<file path="config.mk">
export PLATFORM = sky130hd
export DESIGN_NAME = serial_tx_ctrl
export DESIGN_NICKNAME = d
export VERILOG_FILES = /design/src/rtl/serial_tx_pkg.sv /design/src/rtl/tx_bit_timer.sv /design/src/rtl/serial_tx_ctrl.sv
export SDC_FILE = /design/constraint.sdc
export NUM_CORES = 1
export LEC_CHECK = 0
export BUFFER_PORTS_ARGS = -buffer_cell sky130_fd_sc_hd__buf_4
export CAP_MARGIN = 5
export CORE_ASPECT_RATIO = 1.2
export CORE_MARGIN = 3
export CORE_UTILIZATION = 40
export CTS_CLUSTER_DIAMETER = 200
export DETAILED_ROUTE_END_ITERATION = 8
export SLEW_MARGIN = 20
export SYNTH_ARGS = -nofsm -noshare
export SYNTH_HDL_FRONTEND = slang
export SYNTH_SLANG_ARGS = --single-unit
</file>
<file path="constraint.sdc">
create_clock -name clk -period 4.33 [get_ports clk]
set_input_delay 0.866 -clock clk [delete_from_list [all_inputs] [get_ports clk]]
set_output_delay 0.866 -clock clk [all_outputs]
set_load 0.05 [all_outputs]
</file>
<file path="src/rtl/serial_tx_pkg.sv">
// serial_tx_pkg: shared state encoding and line-level constants for the
// serial transmit controller.
package serial_tx_pkg;

  typedef enum logic [2:0] {
    IDLE   = 3'd0,
    START  = 3'd1,
    DATA   = 3'd2,
    PARITY = 3'd3,
    STOP   = 3'd4
  } state_t;

  localparam logic LINE_IDLE  = 1'b1;
  localparam logic LINE_START = 1'b0;

endpackage

</file>
<file path="src/rtl/tx_bit_timer.sv">
// tx_bit_timer: counts 0..CLKS_PER_BIT-1 and wraps, flagging the last clock of
// each bit period with a one-cycle wrap pulse. A held clear parks it at zero.
module tx_bit_timer #(
  parameter int CLKS_PER_BIT = 10
) (
  input  logic clk,
  input  logic n_rst,
  input  logic i_clear,
  output logic o_wrap
);

  localparam int CntW = (CLKS_PER_BIT > 1) ? $clog2(CLKS_PER_BIT) : 1;
  localparam logic [CntW-1:0] LastCnt = CntW'(CLKS_PER_BIT - 1);

  logic [CntW-1:0] r_count;
  logic            w_atLast;

  assign w_atLast = (r_count == LastCnt);
  assign o_wrap   = !i_clear && w_atLast;

  // Bit-period counter: restarts on clear or after the last clock of a bit.
  always_ff @(posedge clk or negedge n_rst) begin
    if (!n_rst) begin
      r_count <= '0;
    end else if (i_clear || w_atLast) begin
      r_count <= '0;
    end else begin
      r_count <= r_count + 1'b1;
    end
  end

endmodule

</file>
<file path="src/rtl/serial_tx_ctrl.sv">
// serial_tx_ctrl: framed serial transmitter (start, DATA_BITS LSB first,
// optional even parity, STOP_BITS stop bits). Define SERIAL_TX_PARITY_EN to
// insert the parity bit; without it the PARITY state and its logic are absent.
// serial_out is registered from the current state, so the start bit appears
// one edge after the handshake is accepted.
module serial_tx_ctrl #(
  parameter int DATA_BITS    = 8,
  parameter int CLKS_PER_BIT = 10,
  parameter int STOP_BITS    = 1
) (
  input  logic                 clk,
  input  logic                 n_rst,
  input  logic [DATA_BITS-1:0] tx_data,
  input  logic                 tx_valid,
  output logic                 tx_ready,
  output logic                 serial_out,
  output logic                 tx_busy,
  output logic                 frame_done
);

  import serial_tx_pkg::*;

  localparam int IdxW = $clog2(DATA_BITS + 1);
  localparam logic [IdxW-1:0] LastDataIdx = IdxW'(DATA_BITS - 1);
  localparam logic [IdxW-1:0] LastStopIdx = IdxW'(STOP_BITS - 1);

  state_t               r_state;
  state_t               w_nextState;
  logic [DATA_BITS-1:0] r_shifter;
  logic [IdxW-1:0]      r_bitIdx;
  logic                 r_serialOut;
  logic                 r_frameDone;
  logic                 w_wrap;
  logic                 w_timerClear;
  logic                 w_accept;
  logic                 w_shift;
  logic                 w_advanceIdx;
  logic                 w_lineLevel;
  logic                 w_frameEnd;
`ifdef SERIAL_TX_PARITY_EN
  logic                 r_parity;
`endif

  // The timer only runs while a frame is in progress.
  assign w_timerClear = (r_state == IDLE);

  tx_bit_timer #(
    .CLKS_PER_BIT(CLKS_PER_BIT)
  ) u_bitTimer (
    .clk    (clk),
    .n_rst  (n_rst),
    .i_clear(w_timerClear),
    .o_wrap (w_wrap)
  );

  assign tx_ready   = (r_state == IDLE);
  assign tx_busy    = (r_state != IDLE);
  assign serial_out = r_serialOut;
  assign frame_done = r_frameDone;
  assign w_frameEnd = (r_state == STOP) && (w_nextState == IDLE);

  // State register.
  always_ff @(posedge clk or negedge n_rst) begin
    if (!n_rst) begin
      r_state <= IDLE;
    end else begin
      r_state <= w_nextState;
    end
  end

  // Next-state decode, line level and shifter/index control per state.
  always_comb begin
    w_nextState  = r_state;
    w_lineLevel  = LINE_IDLE;
    w_accept     = 1'b0;
    w_shift      = 1'b0;
    w_advanceIdx = 1'b0;
    case (r_state)
      IDLE: begin
        if (tx_valid) begin
          w_accept    = 1'b1;
          w_nextState = START;
        end
      end
      START: begin
        w_lineLevel = LINE_START;
        if (w_wrap) begin
          w_nextState = DATA;
        end
      end
      DATA: begin
        w_lineLevel = r_shifter[0];
        if (w_wrap) begin
          w_shift = 1'b1;
          if (r_bitIdx == LastDataIdx) begin
`ifdef SERIAL_TX_PARITY_EN
            w_nextState = PARITY;
`else
            w_nextState = STOP;
`endif
          end else begin
            w_advanceIdx = 1'b1;
          end
        end
      end
`ifdef SERIAL_TX_PARITY_EN
      PARITY: begin
        w_lineLevel = r_parity;
        if (w_wrap) begin
          w_nextState = STOP;
        end
      end
`endif
      STOP: begin
        w_lineLevel = LINE_IDLE;
        if (w_wrap) begin
          if (r_bitIdx == LastStopIdx) begin
            w_nextState = IDLE;
          end else begin
            w_advanceIdx = 1'b1;
          end
        end
      end
      default: begin
        w_nextState = IDLE;
      end
    endcase
  end

  // Datapath: registered line, done pulse, captured word and bit index.
  always_ff @(posedge clk or negedge n_rst) begin
    if (!n_rst) begin
      r_serialOut <= LINE_IDLE;
      r_frameDone <= 1'b0;
      r_shifter   <= '1;
      r_bitIdx    <= '0;
    end else begin
      r_serialOut <= w_lineLevel;
      r_frameDone <= w_frameEnd;
      if (w_accept) begin
        r_shifter <= tx_data;
      end else if (w_shift) begin
        r_shifter <= {1'b1, r_shifter[DATA_BITS-1:1]};
      end
      if (r_state != w_nextState) begin
        r_bitIdx <= '0;
      end else if (w_advanceIdx) begin
        r_bitIdx <= r_bitIdx + 1'b1;
      end
    end
  end

`ifdef SERIAL_TX_PARITY_EN
  // Even parity of the word, latched at capture so later input changes are ignored.
  always_ff @(posedge clk or negedge n_rst) begin
    if (!n_rst) begin
      r_parity <= 1'b0;
    end else if (w_accept) begin
      r_parity <= ^tx_data;
    end
  end
`endif

endmodule

</file>
Yosys cells after proc, flatten, opt, wreduce, memory -nomap -nowiden
Cells that the tools add are included.
{"block": "totals", "reg_bits": 21, "input_bits": 11, "output_inout_bits": 4, "elab_cells": 46}
{"block": "classes", "n_addsub": 2, "eq_ne": 6, "muxes": 22, "n_reduce_logical": 10}
{"operator": "2-to-1 mux 3 bit", "n": 6}
{"operator": "2-to-1 mux 8 bit", "n": 2}
{"operator": "2-to-1 mux 4 bit", "n": 3}
{"operator": "one-hot mux 3 bit (4 select lines)", "n": 1}
{"operator": "adder 4 x 1 -> 4 bit, second input constant", "n": 2}
{"operator": "2-to-1 mux 1 bit", "n": 8}
{"operator": "logical NOT 3 bit", "n": 2}
{"operator": "equality test 4 x 3 -> 1 bit, second input constant", "n": 1}
{"operator": "equality test 4 bit, second input constant", "n": 1}
{"operator": "logical NOT 4 bit", "n": 1}
{"operator": "one-hot mux 1 bit (2 select lines)", "n": 2}
{"operator": "nonzero test 2 bit", "n": 2}
{"operator": "equality test 3 x 1 -> 1 bit, second input constant", "n": 1}
{"operator": "equality test 3 x 2 -> 1 bit, second input constant", "n": 1}
{"operator": "equality test 3 bit, second input constant", "n": 1}
{"operator": "!= test 3 bit", "n": 1}
{"operator": "nonzero test 3 bit", "n": 1}
{"operator": "logical AND 1 bit", "n": 2}
{"operator": "logical NOT 1 bit", "n": 1}
{"operator": "logical OR 1 bit", "n": 1}

Longest topological paths before layout
Gate-level depths: netlist (run 1).
{"block": "logic_depth", "ltp_word": 7, "ltp_mapped": 8, "ltp_nobuf": 6}

Hierarchy
From an unflattened synthesis (run 1), not the netlist that was laid out.
{"block": "hier_totals", "cells_unflattened": 115, "area_unflattened_um2": 1166.1}
{"module": "serial_tx_ctrl", "instances": 1, "cells_each": 95, "area_per_inst_um2": 960.9, "seq_area_each_um2": 436.7}
{"module": "tx_bit_timer", "instances": 1, "cells_each": 20, "area_per_inst_um2": 205.2, "seq_area_each_um2": 100.1}

Worst setup path after synthesis (run 1)
OpenSTA, ideal clock, no wires.
{"block": "synth_timing", "kind": "reg-to-output", "startpoint": "register r_state[2]", "endpoint": "output tx_ready", "t_arrival_ns": 1.229, "t_required_ns": 3.464, "slack_ns": 2.235, "stages_incl_launch_ff": 4, "n_path_buf": 1, "cell_sequence": "dfrtp_1 buf_2 or3_4 inv_2"}
{"block": "synth_via", "elab_chain_len": 1}
{"element": "start, declared", "line": "serial_tx_ctrl.sv:27", "rtl": "state_t r_state;"}
{"element": "start signal, assigned", "line": "serial_tx_ctrl.sv:67", "rtl": "r_state <= w_nextState;"}
{"element": "logical NOT 3 bit", "line": "serial_tx_ctrl.sv:56", "rtl": "assign tx_ready = (r_state == IDLE);"}
{"element": "end, declared", "line": "serial_tx_ctrl.sv:15", "rtl": "output logic tx_ready,"}
Every way passes these cells.

Worst setup path in the final report (run 1)
Same ends and word-level chain as after synthesis.

==> results of run 1 <==
[metrics by stage]
step	hold WS (ns)	power, mW	utilization	cells
5_1_grt	0.407	0.777	0.489	158
6_report	0.411	0.719	0.489	158
3_3_place_gp	0.487	0.619	0.479	154
3_5_place_dp	0.503	0.630	0.479	154
4_1_cts	0.416	0.728	0.489	158
2_1_floorplan	0.459	0.567	-	113
[critical path, delay by kind of cell, from the launching register on]
kind	cells	cell delay [ns]
and+or+nand+nor	1	0.46
DFF	1	0.52
buffers and inverters	2	0.24
[final cells by class]
class                           instances  share of cell area
Tap cell                               33              0.0319
Clock buffer                            4              0.0203
Timing Repair Buffer                   14              0.0811
Sequential cell                        21               0.414
Multi-Input combinational cell         79               0.432
Inverter                                7              0.0203
[metal layers]
metal  track usage  up-vias
met5             0        -
met4        0.0638        0
met3        0.0259        4
met2         0.222       22
met1         0.168      422
li1              -      429
[cells in the final DEF (no fill, tap or decap), types with 2 or more instances in the layout]
master    count
buf_4        14
clkbuf_4      3
a21oi_1       8
nor2b_1       2
nor2_1       11
a21o_1        3
inv_1         6
dfstp_2       9
dfrtp_1      12
ha_1          4
nand2_1       7
o31ai_1       2
and3b_1       2
or4b_1        2
nand2b_1      3
o41ai_1       2
mux2i_1       4
nand3_1       3
a22o_1        3
o21ai_1       5
[sequential cells by signal (all words and copies together), names as in the netlist]
register            flops
r_bitIdx                4
frame_done              1
r_state                 3
r_shifter               8
u_bitTimer.r_count      4
serial_out              1
[cell families after synthesis]
group,count (synthesis),share of synthesized area
simple gates,39,0.208
mux,4,0.0344
compound gates,30,0.182
fa+ha+maj,4,0.0431
buf+inv,13,0.0560
xor+xnor,2,0.0151
flops,21,0.462
[worst paths after layout]
path	from	to	slack [ns]	depth (start not counted)
max	r_state[2]	tx_ready	1.93	3
min	n_rst	r_bitIdx[2]	0.41	1
max reg2reg	r_bitIdx[0]	r_bitIdx[2]	2.43	5
min reg2reg	r_shifter[0]	r_shifter[0]	0.52	1
max in group asynchronous	n_rst	r_shifter[5]	3.65	1
min in group clk	r_shifter[0]	r_shifter[0]	0.52	1
[where the power goes]
| group | switching [mW] | leakage [nW] | internal, mW |
|---|---|---|---|
| Sequential | 0.0608 | 0.251 | 0.288 |
| Clock | 0.0612 | 0.0150 | 0.0360 |
| Combinational | 0.156 | 0.307 | 0.117 |
==> impl_metrics.env, run 1 <==
export IMPL_critPathMaxStageDelay_ns=0.52
export IMPL_syn_nets=128
export IMPL_netlist_instances=113
export IMPL_wl_met1_um=996
export IMPL_initial_utilization=0.438
export IMPL_grt_use_total=0.134
export IMPL_synth_ff_type="dfrtp_1"
export IMPL_run_status="complete, no violations"
export IMPL_port_buffers=14
export IMPL_drcViolationCount=0
export IMPL_wire_per_inst_um=13.7
export IMPL_die_area_mm2=0.00359
export IMPL_grt_pass1_vias=857
export IMPL_max_freq_mhz=417
export IMPL_yosysMostFrequentCell="dfrtp_1"
export IMPL_setup_violations=0
export IMPL_gp_congestion=0.791
export IMPL_path_clk_slew_ns=0.12
export IMPL_cp_max_fo=10
export IMPL_finalCritPeriodShare=0.554
export IMPL_clock_sink_count=21
export IMPL_vdd_drop_max_v=0.000376
export IMPL_critical_path_class="flip-flop to output port"
export IMPL_ant_nets=0
export IMPL_grt_pass1_wl_mm=3.85
export IMPL_synth_top_area_cell="dfrtp_1"
export IMPL_synth_edf_count=0
export IMPL_netlist_top_cells_area="dfrtp_1, dfstp_2, ha_1"
export IMPL_slew_violations=0
export IMPL_io_pin_count=15
export IMPL_first_pass_iters=4
export IMPL_synth_seq_area_share=0.462
export IMPL_core_mm2=0.00265
export IMPL_yosysUniqueCellTypes=41
export IMPL_syn_area_per_cell_um2=10.3
export IMPL_clock_skew_ns=0.00164
export IMPL_drtIter0Drc=15
export IMPL_wl_met2_mm=1.05
export IMPL_cp_data_arrival_time_ns=1.53
export IMPL_hold_viol_final=0
export IMPL_die_h_um=65.1
export IMPL_fin_area_mm2=0.00130
export IMPL_vias_per_cell=5.55
export IMPL_die_x_um=55.2
export IMPL_clockBufferDepth=2
export IMPL_netlist_area_leader_share=0.258
export IMPL_antenna_found_initial=0
export IMPL_rsz0062_at_grt="false"
export IMPL_dp_hpwl_mm=1.57
export IMPL_synth_async_reset_ratio=1.00
export IMPL_antenna_cells=0
export IMPL_crit_path_end_kind="output port"
export IMPL_period_minus_slack_ns=2.40
export IMPL_top_layer_used="met4"
export IMPL_tightestPinTransition_ns=0.693
export IMPL_met3_length_um=92
export IMPL_htreeDepth=1
export IMPL_cts_buffers=3
export IMPL_multiInputGateArea_um2=561
export IMPL_cp_start_kind="flip-flop"
export IMPL_finalSetupTns_ns=0
export IMPL_drv_cap=0
export IMPL_rows=20
export IMPL_drive_gt1_frac=0.256
export IMPL_holdBufCountCts=0
export IMPL_clock_root_buffer="clkbuf_4"
export IMPL_grt_ovfl_total=0
export IMPL_ys_ff_latch=21
export IMPL_yosys_top_cells_count="dfrtp_1, nor2_1, dfstp_2"
export IMPL_grt_max_degree=22
export IMPL_cts_tree="yes"
export IMPL_cts_resized_gates=0
export IMPL_post_cts_buffers=0
export IMPL_drt_total_wl_mm=2.17
export IMPL_syn_area_mm2=0.00116
export IMPL_ys_warn_count=0
export IMPL_leakage_nw=0.573
export IMPL_hold_path_class="input port to asynchronous set/reset pin"
export IMPL_place_ws_ns=2.28
export IMPL_crit_chain="or3_4, inv_2, buf_4"
export IMPL_regArea_um2=537
export IMPL_nNetsFinal=141
export IMPL_clock_latency_ns=0.31
export IMPL_synthToLayoutAreaGrowth_pct=11.5
export IMPL_slowest_stage="dfrtp_1"
export IMPL_powerDensity_mw_per_mm2=555
export IMPL_setup_ws_ns=1.93
export IMPL_maxSlewHeadroom=0.535
export IMPL_dpl_cell_area_mm2=0.00127
export IMPL_worstPathRequired_ns=3.46
export IMPL_vias=877
export IMPL_fillers=284
No activity file was read; power rests on OpenSTA's default activity.
==> run 2, diff against run 1 <==
clock period = 2 ns   (was 4.33 ns; I/O delays follow)
==> impl_metrics.env, run 2 (synthesis gave the netlist of run 1 again) <==
export IMPL_crit_chain="or3_4, inv_2, buf_4"
export IMPL_fin_area_mm2=0.00134
export IMPL_grt_use_total=0.131
export IMPL_cp_endpoint="tx_ready"
export IMPL_antenna_found_initial=0
export IMPL_r2r_cells=5
export IMPL_clock_sink_count=21
export IMPL_regArea_um2=537
export IMPL_gp_congestion=0.841
export IMPL_grt_pass1_vias=938
export IMPL_grt_pass1_wl_mm=3.84
export IMPL_antenna_cells=0
export IMPL_leakage_nw=0.600
export IMPL_dp_hpwl_mm=1.50
export IMPL_htreeDepth=1
export IMPL_largest_register_ffs=8
export IMPL_ant_nets=0
export IMPL_die_area_mm2=0.00359
export IMPL_cp_start_kind="flip-flop"
export IMPL_slowest_stage="dfrtp_1"
export IMPL_clock_root_buffer="clkbuf_4"
export IMPL_hold_path_class="input port to flip-flop"
export IMPL_reg2reg_to="r_bitIdx[2]"
export IMPL_worstPathRequired_ns=1.60
export IMPL_drcViolationCount=0
export IMPL_io_pin_count=15
export IMPL_die_h_um=65.1
export IMPL_clock_latency_ns=0.29
export IMPL_hold_viol_final=0
export IMPL_startpoint="r_state[1]"
export IMPL_grt_ovfl_total=0
export IMPL_setup_violations=0
export IMPL_crit_path_end_kind="output port"
export IMPL_rrSetupSlack_ns=0.14
export IMPL_wire_per_inst_um=12.4
export IMPL_multiInputGateArea_um2=566
export IMPL_vdd_drop_max_v=0.000783
export IMPL_final_common_cell="buf_4"
export IMPL_finalSetupTns_ns=0
export IMPL_slew_violations=0
export IMPL_critPathMaxStageDelay_ns=0.51
export IMPL_critical_path_class="flip-flop to output port"
export IMPL_drt_total_wl_mm=2.02
export IMPL_die_x_um=55.2
export IMPL_cts_tree="yes"
export IMPL_initial_utilization=0.438
export IMPL_drtIter0Drc=13
export IMPL_grt_max_degree=22
export IMPL_period_minus_slack_ns=1.88
export IMPL_post_cts_buffers=0
export IMPL_rsz0062_at_grt="false"
export IMPL_dpl_cell_area_mm2=0.00130
export IMPL_vias_per_cell=5.27
export IMPL_tightestPinTransition_ns=0.402
export IMPL_vias=859
export IMPL_rows=20
export IMPL_port_buffers=14
export IMPL_maxSlewHeadroom=0.732
export IMPL_finalCritPeriodShare=0.941
export IMPL_cp_data_arrival_time_ns=1.48
export IMPL_first_pass_iters=3
export IMPL_r2r_start="r_bitIdx[0]"
export IMPL_cts_buffers=3
export IMPL_core_mm2=0.00265
export IMPL_nNetsFinal=146
export IMPL_max_freq_mhz=531
export IMPL_run_status="complete, no violations"
export IMPL_drive_gt1_frac=0.285
export IMPL_reg_top3="r_shifter x8, r_bitIdx x4, u_bitTimer.r_count x4"
export IMPL_clockBufferDepth=2
export IMPL_regMostFlops="r_shifter"
export IMPL_fillers=257
export IMPL_final_cell_mix="buf_4, dfrtp_1, nor2_1"
export IMPL_path_clk_slew_ns=0.11
export IMPL_drv_cap=0
export IMPL_powerDensity_mw_per_mm2=1170
export IMPL_cp_max_fo=11
export IMPL_synthToLayoutAreaGrowth_pct=15.4
export IMPL_clock_skew_ns=0.00405
[run 2: changes by cell type in the layout (fill, tap and decap cells not counted)]
cell           before  now
buf_4              14   18
dlygate4sd3_1       0    1
nor3b_1             1    0
nor3b_2             0    1
[run 2: worst min-delay path by stage]
stage                     from  cells after the start  slack (ns)      endpoint
detailed placement       n_rst                      1        0.30   r_bitIdx[3]
global route        tx_data[3]                      3        0.29  r_shifter[3]
CTS                 tx_data[7]                      3        0.28  r_shifter[7]
global placement         n_rst                      1        0.30   r_bitIdx[3]
floorplan                n_rst                      0        0.10    frame_done
finish              tx_data[7]                      3        0.30  r_shifter[7]
[run 2: report_power, final]
part           internal, mW  switching, mW
clock                0.0775          0.120
combinational         0.275          0.372
sequential            0.624         0.0964
total                 0.977          0.588
[run 2: worst max-delay path, delay by kind of cell, from the launching register on]
family        cells  cell delay, ns
flops             1            0.51
simple gates      1            0.44
buf+inv           2            0.24
[run 2: what timing repair did]
| action | 4_1_cts | 5_1_grt |
|---|---|---|
| hold buffers | 1 | 0 |
| setup endpoints to repair | 0 | 1 |
| endpoints found under the hold margin | 12 | 0 |
| gates resized for setup | 0 | 1 |
[run 2: area by class of cell]
class,instances,share of cell area
clock buffers,4,0.0196
inverters,7,0.0196
multi-input cells,79,0.422
flip-flops and latches,21,0.400
well taps,33,0.0308
repair buffers,19,0.108
[run 2: metal layers]
| layer | up-vias | global-route usage | wire, um |
|---|---|---|---|
| li1 | 439 | - | - |
| met1 | 404 | 0.163 | 978 |
| met2 | 12 | 0.226 | 955 |
| met3 | 4 | 0.0239 | 66 |
| met4 | 0 | 0.0456 | 23 |
| met5 | - | 0 | 0 |
[run 2: stage by stage]
step / hold WS [ns] / power (mW) / util / worst slack (ns) / std cells
floorplan: 0.104 / 1.23 / - / 0.167 / 113
detailed placement: 0.298 / 1.38 / 0.490 / 0.174 / 158
global placement: 0.301 / 1.37 / 0.490 / 0.234 / 158
finish: 0.299 / 1.56 / 0.506 / 0.118 / 163
CTS: 0.281 / 1.59 / 0.504 / 0.107 / 163
global route: 0.290 / 1.71 / 0.506 / 0.0307 / 163
